===== config.mk =====
export PLATFORM = sky130hd
export DESIGN_NAME = rf_param
export DESIGN_NICKNAME = d
export VERILOG_FILES = /design/src/rtl/rf_param.sv
export SDC_FILE = /design/constraint.sdc
export NUM_CORES = 1
export LEC_CHECK = 0
export ABC_AREA = 1
export CELL_PAD_IN_SITES_DETAIL_PLACEMENT = 0
export CELL_PAD_IN_SITES_GLOBAL_PLACEMENT = 1
export CORE_ASPECT_RATIO = 0.6
export CORE_UTILIZATION = 47
export CTS_CLUSTER_DIAMETER = 200
export DETAILED_ROUTE_END_ITERATION = 7
export DONT_BUFFER_PORTS = 1
export PLACE_DENSITY_LB_ADDON = 0.1
export SLEW_MARGIN = 10
export SYNTH_ARGS = -nofsm -noshare
export SYNTH_HDL_FRONTEND = slang
export SYNTH_SLANG_ARGS = --single-unit

===== constraint.sdc =====
create_clock -name clk -period 1.33 [get_ports clk]
set_input_delay 0.0665 -clock clk [delete_from_list [all_inputs] [get_ports clk]]
set_output_delay 0.0665 -clock clk [all_outputs]
set_load 0.02 [all_outputs]

===== src/rtl/rf_param.sv =====
// +----------------------------------------------------------------------------+
// | Module  : rf_param                                                         |
// | Brief   : Multi-read-port register file with r0 hardwired to zero, per-    |
// |           port read hold registers and a per-register busy scoreboard.     |
// |           Optional macro RF_BYPASS_EN enables write-through forwarding.    |
// | Revision: 1.0                                                              |
// +----------------------------------------------------------------------------+
`default_nettype none

module rf_param #(
  parameter int DATA_W = 17,
  parameter int ADDR_W = 4,
  parameter int NUM_RD = 2
) (
  input  logic                       clk,
  input  logic                       rst_n,
  input  logic [NUM_RD*ADDR_W-1:0]   rd_addr,
  input  logic [NUM_RD-1:0]          rd_en,
  output logic [NUM_RD*DATA_W-1:0]   rd_data,
  output logic [NUM_RD-1:0]          rd_busy,
  input  logic                       wr_en,
  input  logic [ADDR_W-1:0]          wr_addr,
  input  logic [DATA_W-1:0]          wr_data,
  input  logic                       alloc_en,
  input  logic [ADDR_W-1:0]          alloc_addr
);

  localparam int DEPTH = 2 ** ADDR_W;

  logic [DATA_W-1:0] mem_q [DEPTH];
  logic [DEPTH-1:0]  busy_q;
  logic [DEPTH-1:0]  busy_d;
  logic              w_wr_ok;
  logic              w_alloc_ok;

  assign w_wr_ok    = wr_en && (wr_addr != '0);
  assign w_alloc_ok = alloc_en && (alloc_addr != '0);

  // Entry 0 is reset and never written, so it always reads as zero.
  always_ff @(posedge clk or negedge rst_n) begin
    if (!rst_n) begin
      for (int k = 0; k < DEPTH; k++) begin
        mem_q[k] <= '0;
      end
    end else if (w_wr_ok) begin
      mem_q[wr_addr] <= wr_data;
    end
  end

  // Alloc is applied after the write clear so it wins on an address collision.
  always_comb begin
    busy_d = busy_q;
    if (wr_en) begin
      busy_d[wr_addr] = 1'b0;
    end
    if (w_alloc_ok) begin
      busy_d[alloc_addr] = 1'b1;
    end
    busy_d[0] = 1'b0;
  end

  always_ff @(posedge clk or negedge rst_n) begin
    if (!rst_n) begin
      busy_q <= '0;
    end else begin
      busy_q <= busy_d;
    end
  end

  for (genvar i = 0; i < NUM_RD; i++) begin : g_rd
    logic [ADDR_W-1:0] w_addr;
    logic              w_fwd;
    logic              w_busy_clr;
    logic [DATA_W-1:0] w_live;
    logic [DATA_W-1:0] w_data;
    logic [DATA_W-1:0] hold_q;
    logic [DATA_W-1:0] hold_d;

    assign w_addr = rd_addr[i*ADDR_W +: ADDR_W];

`ifdef RF_BYPASS_EN
    assign w_fwd      = w_wr_ok && (wr_addr == w_addr);
    assign w_busy_clr = w_fwd && !(w_alloc_ok && (alloc_addr == w_addr));
`else
    assign w_fwd      = 1'b0;
    assign w_busy_clr = 1'b0;
`endif

    assign w_live = w_fwd ? wr_data : mem_q[w_addr];
    assign w_data = rd_en[i] ? w_live : hold_q;
    assign hold_d = rd_en[i] ? w_live : hold_q;

    always_ff @(posedge clk or negedge rst_n) begin
      if (!rst_n) begin
        hold_q <= '0;
      end else begin
        hold_q <= hold_d;
      end
    end

    // Outputs are forced low during reset so a forwarded wr_data cannot leak out.
    assign rd_data[i*DATA_W +: DATA_W] = rst_n ? w_data : '0;
    assign rd_busy[i] = rst_n && busy_q[w_addr] && !w_busy_clr;
  end

endmodule

`default_nettype wire


==> impl_metrics.py <==
metrics = {
    "synth": {
        "synth_top_area_share_pct": 46.45,
        "synth_nets": 2481,
        "yosysTopAreaCell": "dfrtp_1",
        "avgSynthCellArea_um2": 7.081,
        "synth-seq-cells": 321,
        "synth_area_leaders": "dfrtp_1, nand2_1, nand3_1",
        "synthCells": 2442,
        "yosysSeqAreaShare_pct": 46.45,
        "yosys_warnings": 0,
        "synth_cell_type_count": 21,
        "syn_area_mm2": 0.01729,
    },
    "timing": {
        "timing.hold.ws_ns": -0.7721,
        "rsz0062_at_grt": "true",
        "finalCriticalPeriod_ns": 1.866,
        "finClkSkew_ns": 0.02373,
        "relSlewSlack_pct": 23.83,
        "layout_setup_ws_ns": -0.5361,
        "tightestPinTransition_ns": 1.143,
        "timing.fmax_mhz": 535.9,
        "slew_viol_final": 0,
        "finalCritPeriodShare_pct": 140.3,
        "setup_viol": 37,
        "hold_viol": 353,
    },
    "global_route": {
        "grt-busiest-layer": "met2",
        "grt_pass1_wl_mm": 96.01,
        "gr-usage-met2_pct": 52.70,
        "grt_pass1_vias": 15850,
        "use_met1_pct": 47.31,
        "track_usage_pct": 33.54,
        "grt_max_degree": 323,
        "antenna_found_initial": 2,
        "grt-ovfl-total": 0,
        "grt.met3_usage_pct": 6.881,
    },
    "final_layout": {
        "final_util_pct": 59.20,
        "drive_gt1_share_pct": 18.28,
        "antenna_cells": 0,
        "syn2layout_area_growth_pct": 21.91,
        "nets": 2517,
    },
    "critical_path": {
        "cp_data_required_time_ns": 1.26,
        "worst_path_max_delay_cell": "dfrtp_1",
        "critPathMaxStageDelay_ns": 0.40,
        "cpMostUsedCell": "nand2_1",
        "critPathTopFamily": "simple AND/OR/NAND/NOR gates",
        "cp-end-kind": "output pin",
        "cp_max_fo": 3,
        "cp.buffers_inverters": 1,
        "path_cells": "nand2_1 > nand3_1 > nand3_1 > nand2_1 > nand2_1 > nand3_2 > nand2_2 > nor2_2 > buf_6",
        "worstSetupStartpointType": "flip-flop",
        "arrival_ns": 1.80,
        "criticalPathCategory": "flip-flop to output pin",
    },
    "floorplanning": {
        "ios": 75,
        "chipWidth_um": 249.6,
        "dieHeight_um": 150.6,
        "initial_core_util_pct": 48.56,
        "core_area_mm2": 0.03561,
        "rows": 53,
        "die_area_mm2": 0.03759,
    },
    "place": {
        "post-dp-hpwl_mm": 34.00,
        "io_buffers": 0,
        "gp_congestion": 0.8413,
        "pre_cts_slack_ns": -0.1149,
    },
    "detailed_routing": {
        "wl_per_cell_um": 21.24,
        "drt_iter0_drc": 1720,
        "route.vias.total": 17120,
        "postRouteAntennaNets": 0,
        "viasPerCell": 5.771,
        "routed_wl_mm": 63.01,
        "drc": 0,
        "drt-pass1-iter-count": 5,
    },
    "outcome": {
        "outcome": "finished, violations left",
        "violations": "hold timing, setup timing",
    },
    "power_and_ir_drop": {
        "power.total_mw": 30.21,
        "power.density_mw_per_mm2": 1433,
        "p_leak_nw": 10.00,
        "vdd_drop_max_mv": 0.9784,
    },
    "clock_network": {
        "h-tree-depth": 2,
        "clock_sink_count": 321,
        "clock_latency_ns": 0.54,
        "ctsHoldBuffers": 29,
        "cts_tree": "done",
        "clk_pin_slew_ns": 0.06,
        "cts_inserted_buffers": 34,
        "clock_path_buffers": 3,
        "cts-root-buf": "clkbuf_16",
    },
    "worst_hold_path": {
        "hp-class": "input pin to asynchronous set/reset pin",
    },
    "run": {
        "maxCapViolCount": 0,
    },
}
synthesized netlist by cell type:
library cell	count
nor2_1	182
inv_2	6
clkbuf_1	83
nor3_1	1
o21ai_0	135
nand3_1	460
buf_6	9
clkinv_1	4
nor2_4	3
buf_2	86
inv_1	74
nand4_1	1
nor2_2	5
buf_1	17
o22ai_1	12
or2_2	35
buf_4	7
o32ai_1	1
dfrtp_1	321
a21oi_1	152
nand2_1	848
final cells by class:
type | count | area (um2)
Clock buffer | 44 | 969.7
Clock inverter | 14 | 203.9
Fill cell | 3247 | 14530
Tap cell | 467 | 584.3
Multi-Input combinational cell | 1835 | 8761
Sequential cell | 321 | 8033
Inverter | 84 | 320.3
Timing Repair Buffer | 202 | 2208
repair_timing:
action / CTS / global route
resized for setup: 77 / 146
hold endpoints to repair: 567 / 353
pin swaps: 121 / 200
setup endpoints to repair: 36 / 42
cloned: 0 / 0
setup buffers: 33 / 39
per-layer routing:
layer,part of all wire (%),vias to the layer above
li1,-,7977
met3,9.5,112
met5,0.044,-
met2,44,834
met1,44,8197
met4,2.3,4
power breakdown:
part	switching (mW)	internal [mW]	total [mW]
Clock	4.22	6.12	10.3
Sequential	1.51	11.7	13.2
Combinational	3.56	3.07	6.63
Total	9.28	20.9	30.2
final timing paths:
kind                       cells after the start              startpoint  slack, ns                           end
hold reg to reg                                0  mem_q[267]$_DFFE_PN0P_       0.40        mem_q[267]$_DFFE_PN0P_
min in group clk                               3                rd_en[0]      -0.26  g_rd[0].hold_q[15]$_DFF_PN0_
max in group asynchronous                      0                   rst_n       1.16         mem_q[41]$_DFFE_PN0P_
setup / recovery                               9   mem_q[73]$_DFFE_PN0P_      -0.54                   rd_data[22]
setup reg to reg                              13   mem_q[67]$_DFFE_PN0P_      -0.16  g_rd[1].hold_q[16]$_DFF_PN0_
hold / removal                                 0                   rst_n      -0.77        mem_q[240]$_DFFE_PN0P_
sequential cells by signal, indices dropped and copies added (netlist names):
register     count
g_rd.hold_q     34
busy_q          15
mem_q          272
cell usage in the layout (no fill, tap or decap):
master	Yosys	layout
a21oi_1	152	149
a21oi_2	0	3
buf_12	0	43
buf_4	7	109
buf_6	9	21
bufinv_16	0	5
clkbuf_1	83	3
clkbuf_16	0	35
clkbuf_8	0	6
clkinv_1	4	4
clkinv_2	0	6
clkinvlp_4	0	2
dfrtp_1	321	321
dlygate4sd3_1	0	28
dlymetal6s4s_1	0	1
inv_1	74	67
inv_2	6	11
inv_4	0	2
inv_6	0	1
nand2_1	848	778
nand2_2	0	67
nand2_4	0	3
nand3_1	460	370
nand3_2	0	80
nand3_4	0	10
nand4_1	1	1
nor2_1	182	172
nor2_2	5	10
nor2_4	3	8
nor3_1	1	1
o21ai_0	135	132
o21ai_1	0	3
o22ai_1	12	12
o32ai_1	1	1
or2_2	35	35
logic make-up after synthesis:
family	after synthesis	share of synthesized area, %
AOI/OAI and AO/OA	300	8.792
buffers and inverters	286	7.373
DFF	321	46.45
and+or+nand+nor	1535	37.38
stage by stage:
step / setup TNS (ns) / cells / instance area, um2
2_1_floorplan: 0 / 2442 / 17290
3_3_place_gp: -0.7752 / 2822 / 18350
3_5_place_dp: -1.451 / 2822 / 18350
4_1_cts: -17.93 / 2942 / 20370
5_1_grt: -20.05 / 2967 / 21080
6_report: -16.47 / 2967 / 21080
Power figures use the tool's default switching activity.
